$ cat config.mk
export PLATFORM = sky130hd
export DESIGN_NAME = rv_decode_stage_flat
export DESIGN_NICKNAME = d
export VERILOG_FILES = /design/src/rtl/rv_decode_pkg.sv /design/src/rtl/rv_decode_if.sv /design/src/rtl/rv_instr_fifo.sv /design/src/rtl/rv_decode_stage.sv /design/src/flat_wrapper.sv
export SDC_FILE = /design/constraint.sdc
export NUM_CORES = 1
export LEC_CHECK = 0
export CELL_PAD_IN_SITES_DETAIL_PLACEMENT = 2
export CELL_PAD_IN_SITES_GLOBAL_PLACEMENT = 2
export CORE_AREA = 2 2 158 160
export DETAILED_ROUTE_END_ITERATION = 12
export DIE_AREA = 0 0 160 162
export HOLD_SLACK_MARGIN = 0.1
export PLACE_DENSITY = 0.8
export SLEW_MARGIN = 40
export SYNTH_ARGS = -nofsm -noshare
export SYNTH_HDL_FRONTEND = slang
export SYNTH_SLANG_ARGS = --single-unit
$ cat constraint.sdc
create_clock -name clk -period 3.8 [get_ports clk]
set_input_delay 0.38 -clock clk [delete_from_list [all_inputs] [get_ports clk]]
set_output_delay 0.38 -clock clk [all_outputs]
set_load 0.05 [all_outputs]
$ cat src/rtl/rv_decode_pkg.sv
// Shared encodings for the RV32 decode stage: opcodes, ALU/MDU op codes, immediate
// formats, operand selects and the decoded control word.
package rv_decode_pkg;

    localparam logic [6:0] OpcLui    = 7'b0110111;
    localparam logic [6:0] OpcAuipc  = 7'b0010111;
    localparam logic [6:0] OpcJal    = 7'b1101111;
    localparam logic [6:0] OpcJalr   = 7'b1100111;
    localparam logic [6:0] OpcBranch = 7'b1100011;
    localparam logic [6:0] OpcLoad   = 7'b0000011;
    localparam logic [6:0] OpcStore  = 7'b0100011;
    localparam logic [6:0] OpcOpImm  = 7'b0010011;
    localparam logic [6:0] OpcOp     = 7'b0110011;

    localparam logic [6:0] F7Base = 7'b0000000;
    localparam logic [6:0] F7Alt  = 7'b0100000;
    localparam logic [6:0] F7Mul  = 7'b0000001;

    // Base ops are {AluPfxBase, funct3}; SUB/SRA live at 0100x; M ops are {AluPfxMul, funct3}.
    localparam logic [1:0] AluPfxBase = 2'b00;
    localparam logic [1:0] AluPfxMul  = 2'b10;
    localparam logic [4:0] AluAdd     = 5'b00000;
    localparam logic [4:0] AluSub     = 5'b01000;
    localparam logic [4:0] AluSra     = 5'b01001;

    localparam logic [2:0] ImmI      = 3'b000;
    localparam logic [2:0] ImmIShamt = 3'b001;
    localparam logic [2:0] ImmS      = 3'b010;
    localparam logic [2:0] ImmB      = 3'b011;
    localparam logic [2:0] ImmU      = 3'b100;
    localparam logic [2:0] ImmJ      = 3'b101;

    localparam logic [1:0] SrcARs1  = 2'b00;
    localparam logic [1:0] SrcAPc   = 2'b01;
    localparam logic [1:0] SrcAZero = 2'b10;
    localparam logic [1:0] SrcBRs2  = 2'b00;
    localparam logic [1:0] SrcBImm  = 2'b01;
    localparam logic [1:0] SrcBFour = 2'b10;

    typedef struct packed {
        logic [4:0] rs1;
        logic [4:0] rs2;
        logic [4:0] rd;
        logic       mem_read;
        logic       mem_write;
        logic       jump;
        logic       branch;
        logic       jalr;
        logic       reg_write;
        logic       wb_mem;
        logic [1:0] alu_src_a;
        logic [1:0] alu_src_b;
        logic [4:0] alu_op;
        logic [2:0] imm_sel;
        logic       is_muldiv;
        logic       illegal;
    } ctrl_t;

endpackage

$ cat src/rtl/rv_decode_if.sv
// Fetch-side and execute-side handshake bundle of the decode stage.
// slave = decode stage, master = surrounding pipeline.
interface rv_decode_if;
    import rv_decode_pkg::*;

    logic        in_valid;
    logic        in_ready;
    logic [31:0] in_instr;
    logic [31:0] in_pc;

    logic        out_valid;
    logic        out_ready;
    logic [31:0] out_pc;
    logic [4:0]  out_rs1;
    logic [4:0]  out_rs2;
    logic [4:0]  out_rd;
    logic        out_mem_read;
    logic        out_mem_write;
    logic        out_jump;
    logic        out_branch;
    logic        out_jalr;
    logic        out_reg_write;
    logic        out_wb_mem;
    logic [1:0]  out_alu_src_a;
    logic [1:0]  out_alu_src_b;
    logic [4:0]  out_alu_op;
    logic [2:0]  out_imm_sel;
    logic        out_is_muldiv;
    logic        out_illegal;

    modport master (
        output in_valid, in_instr, in_pc, out_ready,
        input  in_ready, out_valid, out_pc, out_rs1, out_rs2, out_rd,
        input  out_mem_read, out_mem_write, out_jump, out_branch, out_jalr,
        input  out_reg_write, out_wb_mem, out_alu_src_a, out_alu_src_b,
        input  out_alu_op, out_imm_sel, out_is_muldiv, out_illegal
    );

    modport slave (
        input  in_valid, in_instr, in_pc, out_ready,
        output in_ready, out_valid, out_pc, out_rs1, out_rs2, out_rd,
        output out_mem_read, out_mem_write, out_jump, out_branch, out_jalr,
        output out_reg_write, out_wb_mem, out_alu_src_a, out_alu_src_b,
        output out_alu_op, out_imm_sel, out_is_muldiv, out_illegal
    );

endinterface

$ cat src/rtl/rv_instr_fifo.sv
// Synchronous FIFO of {pc, instr} words with flush; push on full and pop on empty
// are ignored, flush empties the queue and drops any concurrent push.
module rv_instr_fifo #(
    parameter int unsigned DEPTH = 2,
    parameter int unsigned WIDTH = 64
) (
    input  logic             clk,
    input  logic             rst,
    input  logic             flush_i,
    input  logic             push_i,
    input  logic [WIDTH-1:0] wdata_i,
    input  logic             pop_i,
    output logic [WIDTH-1:0] rdata_o,
    output logic             full_o,
    output logic             empty_o
);
    localparam int unsigned PtrW = (DEPTH > 1) ? $clog2(DEPTH) : 1;
    localparam int unsigned CntW = $clog2(DEPTH) + 1;

    logic [WIDTH-1:0] mem_q [DEPTH];
    logic [PtrW-1:0]  wptr_q, rptr_q;
    logic [CntW-1:0]  count_q;
    logic             do_push, do_pop;

    assign full_o  = (count_q == CntW'(DEPTH));
    assign empty_o = (count_q == '0);
    assign do_push = push_i && !full_o && !flush_i;
    assign do_pop  = pop_i && !empty_o && !flush_i;
    assign rdata_o = mem_q[rptr_q];

    // Pointers wrap naturally because DEPTH is a power of two.
    always_ff @(posedge clk) begin
        if (rst || flush_i) begin
            wptr_q  <= '0;
            rptr_q  <= '0;
            count_q <= '0;
        end else begin
            if (do_push) wptr_q <= wptr_q + 1'b1;
            if (do_pop)  rptr_q <= rptr_q + 1'b1;
            count_q <= count_q + CntW'(do_push) - CntW'(do_pop);
        end
    end

    always_ff @(posedge clk) begin
        if (do_push) mem_q[wptr_q] <= wdata_i;
    end

endmodule

$ cat src/rtl/rv_decode_stage.sv
// RV32I(+M) decode stage: instruction FIFO, combinational decode of the FIFO head,
// and a registered control-word output with valid/ready backpressure and flush.
module rv_decode_stage
    import rv_decode_pkg::*;
#(
    parameter int unsigned QDEPTH = 2,
    parameter bit          EN_M   = 1'b1
) (
    input  logic          clk,
    input  logic          rst,
    input  logic          flush,
    rv_decode_if.slave    bus
);
    logic        fifo_full, fifo_empty, pop;
    logic [31:0] head_pc, head_instr;
    logic [6:0]  opcode, funct7;
    logic [2:0]  funct3;
    logic [4:0]  rd_field;
    logic        legal;
    ctrl_t       dec, out_q;
    logic        out_valid_q;
    logic [31:0] out_pc_q;

    assign pop = !fifo_empty && (!out_valid_q || bus.out_ready);

    rv_instr_fifo #(
        .DEPTH (QDEPTH),
        .WIDTH (64)
    ) u_fifo (
        .clk     (clk),
        .rst     (rst),
        .flush_i (flush),
        .push_i  (bus.in_valid),
        .wdata_i ({bus.in_pc, bus.in_instr}),
        .pop_i   (pop),
        .rdata_o ({head_pc, head_instr}),
        .full_o  (fifo_full),
        .empty_o (fifo_empty)
    );

    assign opcode   = head_instr[6:0];
    assign rd_field = head_instr[11:7];
    assign funct3   = head_instr[14:12];
    assign funct7   = head_instr[31:25];

    always_comb begin
        dec           = '0;
        dec.rs1       = head_instr[19:15];
        dec.rs2       = head_instr[24:20];
        dec.alu_src_a = SrcARs1;
        dec.alu_src_b = SrcBRs2;
        dec.alu_op    = AluAdd;
        dec.imm_sel   = ImmI;
        legal         = 1'b1;
        case (opcode)
            OpcOp: begin
                dec.reg_write = 1'b1;
                if (funct7 == F7Base) begin
                    dec.alu_op = {AluPfxBase, funct3};
                end else if (funct7 == F7Alt && (funct3 == 3'b000 || funct3 == 3'b101)) begin
                    dec.alu_op = (funct3 == 3'b000) ? AluSub : AluSra;
                end else if (EN_M && funct7 == F7Mul) begin
                    dec.alu_op    = {AluPfxMul, funct3};
                    dec.is_muldiv = 1'b1;
                end else begin
                    legal = 1'b0;
                end
            end
            OpcOpImm: begin
                dec.reg_write = 1'b1;
                dec.alu_src_b = SrcBImm;
                dec.alu_op    = {AluPfxBase, funct3};
                if (funct3 == 3'b001 || funct3 == 3'b101) begin
                    dec.imm_sel = ImmIShamt;
                    if (funct7 == F7Alt && funct3 == 3'b101) dec.alu_op = AluSra;
                    else if (funct7 != F7Base)                legal = 1'b0;
                end
            end
            OpcLoad: begin
                dec.mem_read  = 1'b1;
                dec.reg_write = 1'b1;
                dec.wb_mem    = 1'b1;
                dec.alu_src_b = SrcBImm;
                legal = !(funct3 == 3'b011 || funct3 == 3'b110 || funct3 == 3'b111);
            end
            OpcStore: begin
                dec.mem_write = 1'b1;
                dec.alu_src_b = SrcBImm;
                dec.imm_sel   = ImmS;
                legal = (funct3 <= 3'b010);
            end
            OpcBranch: begin
                dec.branch  = 1'b1;
                dec.imm_sel = ImmB;
                legal = !(funct3 == 3'b010 || funct3 == 3'b011);
            end
            OpcJal: begin
                dec.jump      = 1'b1;
                dec.reg_write = 1'b1;
                dec.alu_src_a = SrcAPc;
                dec.alu_src_b = SrcBFour;
                dec.imm_sel   = ImmJ;
            end
            OpcJalr: begin
                dec.jalr      = 1'b1;
                dec.reg_write = 1'b1;
                dec.alu_src_a = SrcAPc;
                dec.alu_src_b = SrcBFour;
                legal = (funct3 == 3'b000);
            end
            OpcLui: begin
                dec.reg_write = 1'b1;
                dec.alu_src_a = SrcAZero;
                dec.alu_src_b = SrcBImm;
                dec.imm_sel   = ImmU;
            end
            OpcAuipc: begin
                dec.reg_write = 1'b1;
                dec.alu_src_a = SrcAPc;
                dec.alu_src_b = SrcBImm;
                dec.imm_sel   = ImmU;
            end
            default: legal = 1'b0;
        endcase

        // Illegal words carry only their source indices and the illegal flag downstream.
        if (!legal) begin
            dec         = '0;
            dec.rs1     = head_instr[19:15];
            dec.rs2     = head_instr[24:20];
            dec.illegal = 1'b1;
        end
        dec.reg_write = dec.reg_write && (rd_field != 5'd0);
        dec.rd        = dec.reg_write ? rd_field : 5'd0;
    end

    always_ff @(posedge clk) begin
        if (rst) begin
            out_valid_q <= 1'b0;
            out_pc_q    <= '0;
            out_q       <= '0;
        end else if (flush) begin
            out_valid_q <= 1'b0;
        end else if (pop) begin
            out_valid_q <= 1'b1;
            out_pc_q    <= head_pc;
            out_q       <= dec;
        end else if (bus.out_ready) begin
            out_valid_q <= 1'b0;
        end
    end

    assign bus.in_ready      = !fifo_full;
    assign bus.out_valid     = out_valid_q;
    assign bus.out_pc        = out_pc_q;
    assign bus.out_rs1       = out_q.rs1;
    assign bus.out_rs2       = out_q.rs2;
    assign bus.out_rd        = out_q.rd;
    assign bus.out_mem_read  = out_q.mem_read;
    assign bus.out_mem_write = out_q.mem_write;
    assign bus.out_jump      = out_q.jump;
    assign bus.out_branch    = out_q.branch;
    assign bus.out_jalr      = out_q.jalr;
    assign bus.out_reg_write = out_q.reg_write;
    assign bus.out_wb_mem    = out_q.wb_mem;
    assign bus.out_alu_src_a = out_q.alu_src_a;
    assign bus.out_alu_src_b = out_q.alu_src_b;
    assign bus.out_alu_op    = out_q.alu_op;
    assign bus.out_imm_sel   = out_q.imm_sel;
    assign bus.out_is_muldiv = out_q.is_muldiv;
    assign bus.out_illegal   = out_q.illegal;

endmodule
$ cat src/flat_wrapper.sv
// flat-port wrapper written by rule: the top's interface ports become plain ports
module rv_decode_stage_flat import rv_decode_pkg::*;
#(
    parameter int unsigned QDEPTH = 2,
    parameter bit          EN_M   = 1'b1
)
  (clk, rst, flush, bus_in_valid, bus_in_instr, bus_in_pc, bus_out_ready, bus_in_ready, bus_out_valid, bus_out_pc, bus_out_rs1, bus_out_rs2, bus_out_rd, bus_out_mem_read, bus_out_mem_write, bus_out_jump, bus_out_branch, bus_out_jalr, bus_out_reg_write, bus_out_wb_mem, bus_out_alu_src_a, bus_out_alu_src_b, bus_out_alu_op, bus_out_imm_sel, bus_out_is_muldiv, bus_out_illegal);
  rv_decode_if bus_i ();
  input  logic clk;
  input  logic rst;
  input  logic flush;
  input wire logic [$bits(bus_i.in_valid)-1:0] bus_in_valid;
  input wire logic [$bits(bus_i.in_instr)-1:0] bus_in_instr;
  input wire logic [$bits(bus_i.in_pc)-1:0] bus_in_pc;
  input wire logic [$bits(bus_i.out_ready)-1:0] bus_out_ready;
  output wire logic [$bits(bus_i.in_ready)-1:0] bus_in_ready;
  output wire logic [$bits(bus_i.out_valid)-1:0] bus_out_valid;
  output wire logic [$bits(bus_i.out_pc)-1:0] bus_out_pc;
  output wire logic [$bits(bus_i.out_rs1)-1:0] bus_out_rs1;
  output wire logic [$bits(bus_i.out_rs2)-1:0] bus_out_rs2;
  output wire logic [$bits(bus_i.out_rd)-1:0] bus_out_rd;
  output wire logic [$bits(bus_i.out_mem_read)-1:0] bus_out_mem_read;
  output wire logic [$bits(bus_i.out_mem_write)-1:0] bus_out_mem_write;
  output wire logic [$bits(bus_i.out_jump)-1:0] bus_out_jump;
  output wire logic [$bits(bus_i.out_branch)-1:0] bus_out_branch;
  output wire logic [$bits(bus_i.out_jalr)-1:0] bus_out_jalr;
  output wire logic [$bits(bus_i.out_reg_write)-1:0] bus_out_reg_write;
  output wire logic [$bits(bus_i.out_wb_mem)-1:0] bus_out_wb_mem;
  output wire logic [$bits(bus_i.out_alu_src_a)-1:0] bus_out_alu_src_a;
  output wire logic [$bits(bus_i.out_alu_src_b)-1:0] bus_out_alu_src_b;
  output wire logic [$bits(bus_i.out_alu_op)-1:0] bus_out_alu_op;
  output wire logic [$bits(bus_i.out_imm_sel)-1:0] bus_out_imm_sel;
  output wire logic [$bits(bus_i.out_is_muldiv)-1:0] bus_out_is_muldiv;
  output wire logic [$bits(bus_i.out_illegal)-1:0] bus_out_illegal;
  assign bus_i.in_valid = bus_in_valid;
  assign bus_i.in_instr = bus_in_instr;
  assign bus_i.in_pc = bus_in_pc;
  assign bus_i.out_ready = bus_out_ready;
  assign bus_in_ready = bus_i.in_ready;
  assign bus_out_valid = bus_i.out_valid;
  assign bus_out_pc = bus_i.out_pc;
  assign bus_out_rs1 = bus_i.out_rs1;
  assign bus_out_rs2 = bus_i.out_rs2;
  assign bus_out_rd = bus_i.out_rd;
  assign bus_out_mem_read = bus_i.out_mem_read;
  assign bus_out_mem_write = bus_i.out_mem_write;
  assign bus_out_jump = bus_i.out_jump;
  assign bus_out_branch = bus_i.out_branch;
  assign bus_out_jalr = bus_i.out_jalr;
  assign bus_out_reg_write = bus_i.out_reg_write;
  assign bus_out_wb_mem = bus_i.out_wb_mem;
  assign bus_out_alu_src_a = bus_i.out_alu_src_a;
  assign bus_out_alu_src_b = bus_i.out_alu_src_b;
  assign bus_out_alu_op = bus_i.out_alu_op;
  assign bus_out_imm_sel = bus_i.out_imm_sel;
  assign bus_out_is_muldiv = bus_i.out_is_muldiv;
  assign bus_out_illegal = bus_i.out_illegal;
  rv_decode_stage #(.QDEPTH(QDEPTH), .EN_M(EN_M)) u_core (.clk(clk), .rst(rst), .flush(flush), .bus(bus_i));
endmodule
After elaboration in Yosys (flattened, before gate mapping) --
Memories as Yosys holds them, arrays and structs flattened. A register that Yosys moved wholly into a read port is not among the register bits. Index checks and enable logic that the tools add are counted.
Word-level totals: register bits 73, RAM bits 128, output and inout bits 70, word-level logic and storage cells 115, memories kept 1
Memories:
- u_core.u_fifo.mem_q | depth 2, bits a word 64, read ports 1, clocked after memory_dff 1, wr ports 1, line rv_instr_fifo.sv:20 | logic [WIDTH-1:0] mem_q [DEPTH];
Operators by class: add/sub/neg operators 4, order comparisons 1, eq/ne operators 18, muxes and demuxes 34, bitwise operators 1, reduce and logical (&&, ||, !) cells 35
Operators with widths (number):
- $eq 7x6->1 const B | 4
- $mux 1 | 22
- $eq 7x7->1 const B | 3
- $mux 21 | 1
- $mux 5 | 4
- $pmux 3 s5 | 1
- $eq 7x5->1 const B | 2
- $pmux 5 s2 | 1
- $eq 3x3->1 const B | 3
- $logic_and 1x1->1 | 8
- $mux 8 | 1
- $pmux 2 s2 | 2
- $eq 7x1->1 const B | 1
- $eq 7x2->1 const B | 1
- $logic_not 7->1 | 1
- $logic_or 1x1->1 | 7
- $pmux 1 s7 | 1
- $reduce_bool 7->1 | 1
- $reduce_or 7->1 | 1
- $eq 3x2->1 const B | 2
- $logic_not 1->1 | 6
- $reduce_or 2->1 | 3
- $reduce_or 3->1 | 2
- $reduce_bool 5->1 | 1
- 13 further kinds | 14

Longest topological paths before layout --
word-level depth 9, mapped depth 11, mapped depth without buffers 9

By module --
From an unflattened synthesis, not the netlist that was laid out.
Second synthesis, totals: cells, all modules 579, area, all modules 7985.2 um^2
By module, submodules not included:
- rv_instr_fifo | times used 1, cells each 226, area each 5176.2 um^2
- rv_decode_stage | times used 1, cells each 353, area each 2808.9 um^2

Worst setup path before layout --
Ideal clock, no wire load.
path type flip-flop to flip-flop, start register u_core.u_fifo.count_q[0], end memory u_core.u_fifo.mem_q[0][0], enable pin, library setup time 0.487 ns, arrival 3.760 ns, data required time 3.313 ns, path slack -0.446 ns, stages on the path, launching flop included 4, buffers on the path 0, cell sequence dfxtp_1 nand2b_1 nand3b_1 nor2_1
On the way: word-level cells in the longest chain between the ends 6
Ends and longest elaborated chain:
- from (decl) | line rv_instr_fifo.sv:22 | logic [CntW-1:0] count_q;
- from (signal assigned) | line rv_instr_fifo.sv:40 | count_q <= count_q + CntW'(do_push) - CntW'(do_pop);
- $eq 2x2->1 | line rv_instr_fifo.sv:25 | assign full_o = (count_q == CntW'(DEPTH));
- $logic_not 1->1
- via bus_in_ready | line flat_wrapper.sv:16 | output wire logic [$bits(bus_i.in_ready)-1:0] bus_in_ready;
- $logic_and 1x1->1 (2 in a row) | line rv_instr_fifo.sv:27 | assign do_push = push_i && !full_o && !flush_i;
- $mux 1 | line rv_instr_fifo.sv:45 | if (do_push) mem_q[wptr_q] <= wdata_i;
- $mux 1 (implied by the code) | line rv_instr_fifo.sv:45
- to (decl) | line rv_instr_fifo.sv:20
The timed path passes the listed nets, and every way through them passes these cells.

==> flow_results.org <==
** Final layout
- Fill cells in the final layout number 2,451.
- Fraction of final layout cells with drive strength greater than 1 :: 8.97%
- Final Cell Area :: 10,000 µm²
- Area added between synthesis and finish :: 31.7%
- Total number of nets in the final design :: 756
- Util after Layout :: 41.6%
- Number of antenna diodes :: 0

** Clock network
- Root Buffer :: sky130_fd_sc_hd__clkbuf_16
- The clock reaches the later pin of the worst-skew pair after 0.51 ns.
- After clock tree synthesis, the setup repair step added 0 buffers.
- The clock net in this run drives a total of 201 sinks.
- In this run, post-CTS repair resized a total of 0 instances.
- TritonCTS clock tree :: done
- Clock-pin slew was measured on the worst setup and hold paths at 0.05 ns.
- Number of buffers created by CTS :: 23
- For this design, the CTS-stage hold fixing added 0 buffers.
- No sink is reached through more buffers than the 3 on the longest clock path.
- Number of H-tree levels :: 1

** STA
- Setup violations remaining at the end of the flow were counted as 0.
- Endpoints failing hold :: 0
- The clock arrives with 0.0196 ns of skew.
- For the pin with the worst max-slew slack, the measured transition is 0.794 ns.
- The number of max-slew violations in the final report is 0.
- Slack of the critical path :: 0.945 ns
- Setup repair after global routing left no endpoint under its margin.
- Hold is met by 0.333 ns.
- Headroom to the max-slew limit :: 47.1%
- Counting I/O delays and the setup requirement, the final critical path takes 2.85 ns.
- Max Clock Freq :: 350 MHz
- The final critical path takes up 75.1% of the cycle.

** Die
- # IOs :: 139
- The floorplan step set the die width to 160 µm.
- The initial utilization of the core area, before any placement, comes to 31.6%.
- From bottom edge to top edge, the die measures 162 µm.
- After floorplanning, the core was sized to cover 24,100 µm².
- Placement row count :: 57
- The die covers 25,900 µm².

** Power and ir drop
- Dividing total power by cell area gives a power density of 493 nW/µm².
- Static leakage power :: 3.13 nW
- IR drop worst, VDD :: 303 µV

** Worst setup path
- Data arrival time of the critical path :: 3.25 ns
- Ordered list of cells on the worst path :: mux2i_1 > and3_1 > nand2_1 > nor4_2 > nor4_4 > buf_4 > o41ai_1
- Peak per-stage delay on the critical path :: 0.81 ns
- Crit path to :: u_core.bus.out_mem_write
- Slowest stage cell, crit path :: sky130_fd_sc_hd__dfxtp_4
- The worst setup path is launched from a flip-flop.
- The worst setup path is captured at a flip-flop.
- Worst Reg-to-Reg Cells :: 7
- Setup slack of the most critical reg-to-reg path :: 0.95 ns
- Destination of the worst register-to-register timing path :: u_core.bus.out_mem_write
- Data on the critical path is required at its endpoint by 4.19 ns.
- Path type of the worst setup path :: reg -> reg
- In this run the worst path has a maximum fanout of 50.

** Route
- Once detail routing completed, the nets flagged for antenna violations numbered 0.
- Average routed wire per standard cell :: 18.9 µm
- The pre-antenna-repair detailed-routing pass consisted of 4 iterations.
- For this run, design rule violations remaining after detail routing come to 0.
- Via total after detailed routing :: 4,938
- Total Wirelength :: 19,400 µm
- Using the TritonRoute via totals, the vias-per-cell ratio works out to 4.81.
- Iter 0 DRT Violations :: 136

** Logic synthesis
- Async S/R FF share, synth :: 0%
- Number of unique standard cell types used by synthesis :: 55
- During synthesis, Yosys emitted a total of 0 warnings.
- Number of enable flip-flop cells after synthesis :: 128
- Largest area contributor in the netlist :: sky130_fd_sc_hd__edfxtp_1
- Post-Syn Area :: 7610 µm²
- Mean instance size in the synthesized netlist :: 13.9 µm²
- The share of the Yosys chip area taken by registers is 69.7%.
- The number of nets in the synthesized netlist is 618.
- The most used flip-flop cell after synthesis is sky130_fd_sc_hd__edfxtp_1.
- #FFs+latches synth :: 201
- Fraction of synthesized cell area taken by the top area cell type :: 50.5%
- Largest cells by area after synthesis :: sky130_fd_sc_hd__edfxtp_1 (50%), sky130_fd_sc_hd__dfxtp_1 (19%), sky130_fd_sc_hd__mux2i_1 (7.2%), sky130_fd_sc_hd__a211oi_1 (4.3%), sky130_fd_sc_hd__nor2_1 (3.0%)
- Synthesis produced a netlist whose cell count is 547.

** GRT
- The first global-routing pass estimated 31,200 µm of wire.
- Entering global routing, the biggest net connects 51 pins.
- Initial antenna violation count :: 0
- Vias in the first global route :: 5,505
- Global routing used 15.0% of the available tracks.
- Final global-route overflow total :: 0

** Worst hold path
- Min-Delay Path Class :: in -> reg
- The worst hold path begins at rst.

** Placed design
- Once placement finished, the instance area stood at 9290 µm².
- Prior to clock tree synthesis, the placed netlist has a worst setup slack of 0.399 ns.
- The wire-length estimate of the detail-placed layout is 13,200 µm.
- The congestion estimate from routability-driven global placement came to 0.788.
- Input and output buffers added on the ports amount to 138.

** Flow run
- Max Cap Viol :: 0

** Outcome
- Result of the run :: finished clean
[synth_stat cells, types with 2 or more instances]
master,count
sky130_fd_sc_hd__a211oi_1,44
sky130_fd_sc_hd__a21boi_0,3
sky130_fd_sc_hd__a21oi_1,16
sky130_fd_sc_hd__a31oi_1,2
sky130_fd_sc_hd__and3_1,2
sky130_fd_sc_hd__buf_2,5
sky130_fd_sc_hd__buf_4,2
sky130_fd_sc_hd__buf_6,6
sky130_fd_sc_hd__clkbuf_1,21
sky130_fd_sc_hd__dfxtp_1,73
sky130_fd_sc_hd__edfxtp_1,128
sky130_fd_sc_hd__ha_1,2
sky130_fd_sc_hd__inv_1,3
sky130_fd_sc_hd__mux2_2,4
sky130_fd_sc_hd__mux2_4,2
sky130_fd_sc_hd__mux2i_1,55
sky130_fd_sc_hd__nand2_1,33
sky130_fd_sc_hd__nand2b_1,4
sky130_fd_sc_hd__nand3_1,8
sky130_fd_sc_hd__nand3b_1,7
sky130_fd_sc_hd__nand4_1,4
sky130_fd_sc_hd__nor2_1,60
sky130_fd_sc_hd__nor3_1,10
sky130_fd_sc_hd__nor3b_1,4
sky130_fd_sc_hd__nor4_1,3
sky130_fd_sc_hd__o21ai_1,5
sky130_fd_sc_hd__o22ai_2,2
sky130_fd_sc_hd__o31ai_1,5
sky130_fd_sc_hd__o41ai_1,3
sky130_fd_sc_hd__or4_1,2
sky130_fd_sc_hd__xnor2_1,3
sky130_fd_sc_hd__xor2_1,3
[through the flow]
step	cells	total power, mW	setup TNS [ns]
after floorplan	547	2.69	-57.11
after global placement	983	2.85	0
after detailed placement	983	2.87	0
after CTS	1025	5.02	0
after global routing	1026	5.13	0
final	1026	4.94	0
[layout make-up]
type                       instances  area [µm²]  area share [%]
sequential                       201        5310            52.9
multi-input combinational        309        2130            21.2
timing repair buffer             147        1450            14.4
clock buffer                      31         616            6.14
tap                              324         405            4.04
clock inverter                    11         111            1.11
inverter                           3        12.5           0.125
[metal layers]
metal | share of wire (%) | up-vias | global-route usage, %
met5 | 0 | - | 0
met1 | 42 | 2451 | 18.0
met4 | 2.2 | 0 | 3.52
met3 | 3.9 | 29 | 2.68
met2 | 52 | 119 | 28.2
li1 | - | 2339 | -
[how the worst min path moves through the flow]
stage | cells after the start | slack (ns) | endpoint
5_1_grt | 2 | 0.37 | u_core.bus.out_alu_op[1]
2_1_floorplan | 0 | 0.48 | u_core.u_fifo.mem_q[0][0]
4_1_cts | 1 | 0.42 | u_core.u_fifo.mem_q[0][22]
6_report | 2 | 0.33 | u_core.bus.out_alu_op[1]
3_3_place_gp | 2 | 0.44 | u_core.bus.out_alu_op[3]
3_5_place_dp | 2 | 0.45 | u_core.bus.out_mem_write
[power by group]
group | total [mW] | switching [mW] | internal, mW
logic | 0.393 | 0.236 | 0.157
registers | 2.43 | 0.0356 | 2.39
clock network | 2.12 | 0.849 | 1.27
[worst max-delay path, delay by kind of cell, from the launching register on]
family | cells | cell delay [ns]
and+or+nand+nor | 4 | 1.10
muxes | 1 | 0.35
AOI/OAI and AO/OA | 1 | 0.28
DFF | 1 | 0.81
buffers and inverters | 1 | 0.20
[cell usage in the layout, fill, tap and decap left out, types with 7 or more instances in the layout]
| cell type | count |
|---|---|
| sky130_fd_sc_hd__nor3_1 | 10 |
| sky130_fd_sc_hd__a21oi_1 | 16 |
| sky130_fd_sc_hd__clkbuf_1 | 7 |
| sky130_fd_sc_hd__clkbuf_16 | 23 |
| sky130_fd_sc_hd__edfxtp_1 | 128 |
| sky130_fd_sc_hd__nand2_1 | 33 |
| sky130_fd_sc_hd__nand3b_1 | 7 |
| sky130_fd_sc_hd__buf_4 | 10 |
| sky130_fd_sc_hd__clkdlybuf4s50_1 | 137 |
| sky130_fd_sc_hd__nand3_1 | 8 |
| sky130_fd_sc_hd__mux2i_1 | 55 |
| sky130_fd_sc_hd__nor2_1 | 58 |
| sky130_fd_sc_hd__a211oi_1 | 44 |
| sky130_fd_sc_hd__dfxtp_1 | 72 |
[sequential cells by signal (all words and copies together), names as in the netlist, 2 cells and up, named ones only]
signal,cells
u_core.bus.out_rs2,5
u_core.bus.out_rd,5
u_core.bus.out_alu_src_b,2
u_core.u_fifo.mem_q,128
u_core.bus.out_alu_op,5
u_core.u_fifo.count_q,2
u_core.bus.out_alu_src_a,2
u_core.bus.out_imm_sel,3
u_core.bus.out_rs1,5
u_core.bus.out_pc,32
[logic make-up after synthesis]
group / after synthesis / synth area share (%)
xor+xnor: 6 / 0.690
flops: 201 / 69.7
compound gates: 96 / 9.45
mux: 61 / 8.22
simple gates: 144 / 9.05
buf+inv: 37 / 2.60
fa+ha+maj: 2 / 0.329
Note: power is estimated with default switching activity, not from simulation.
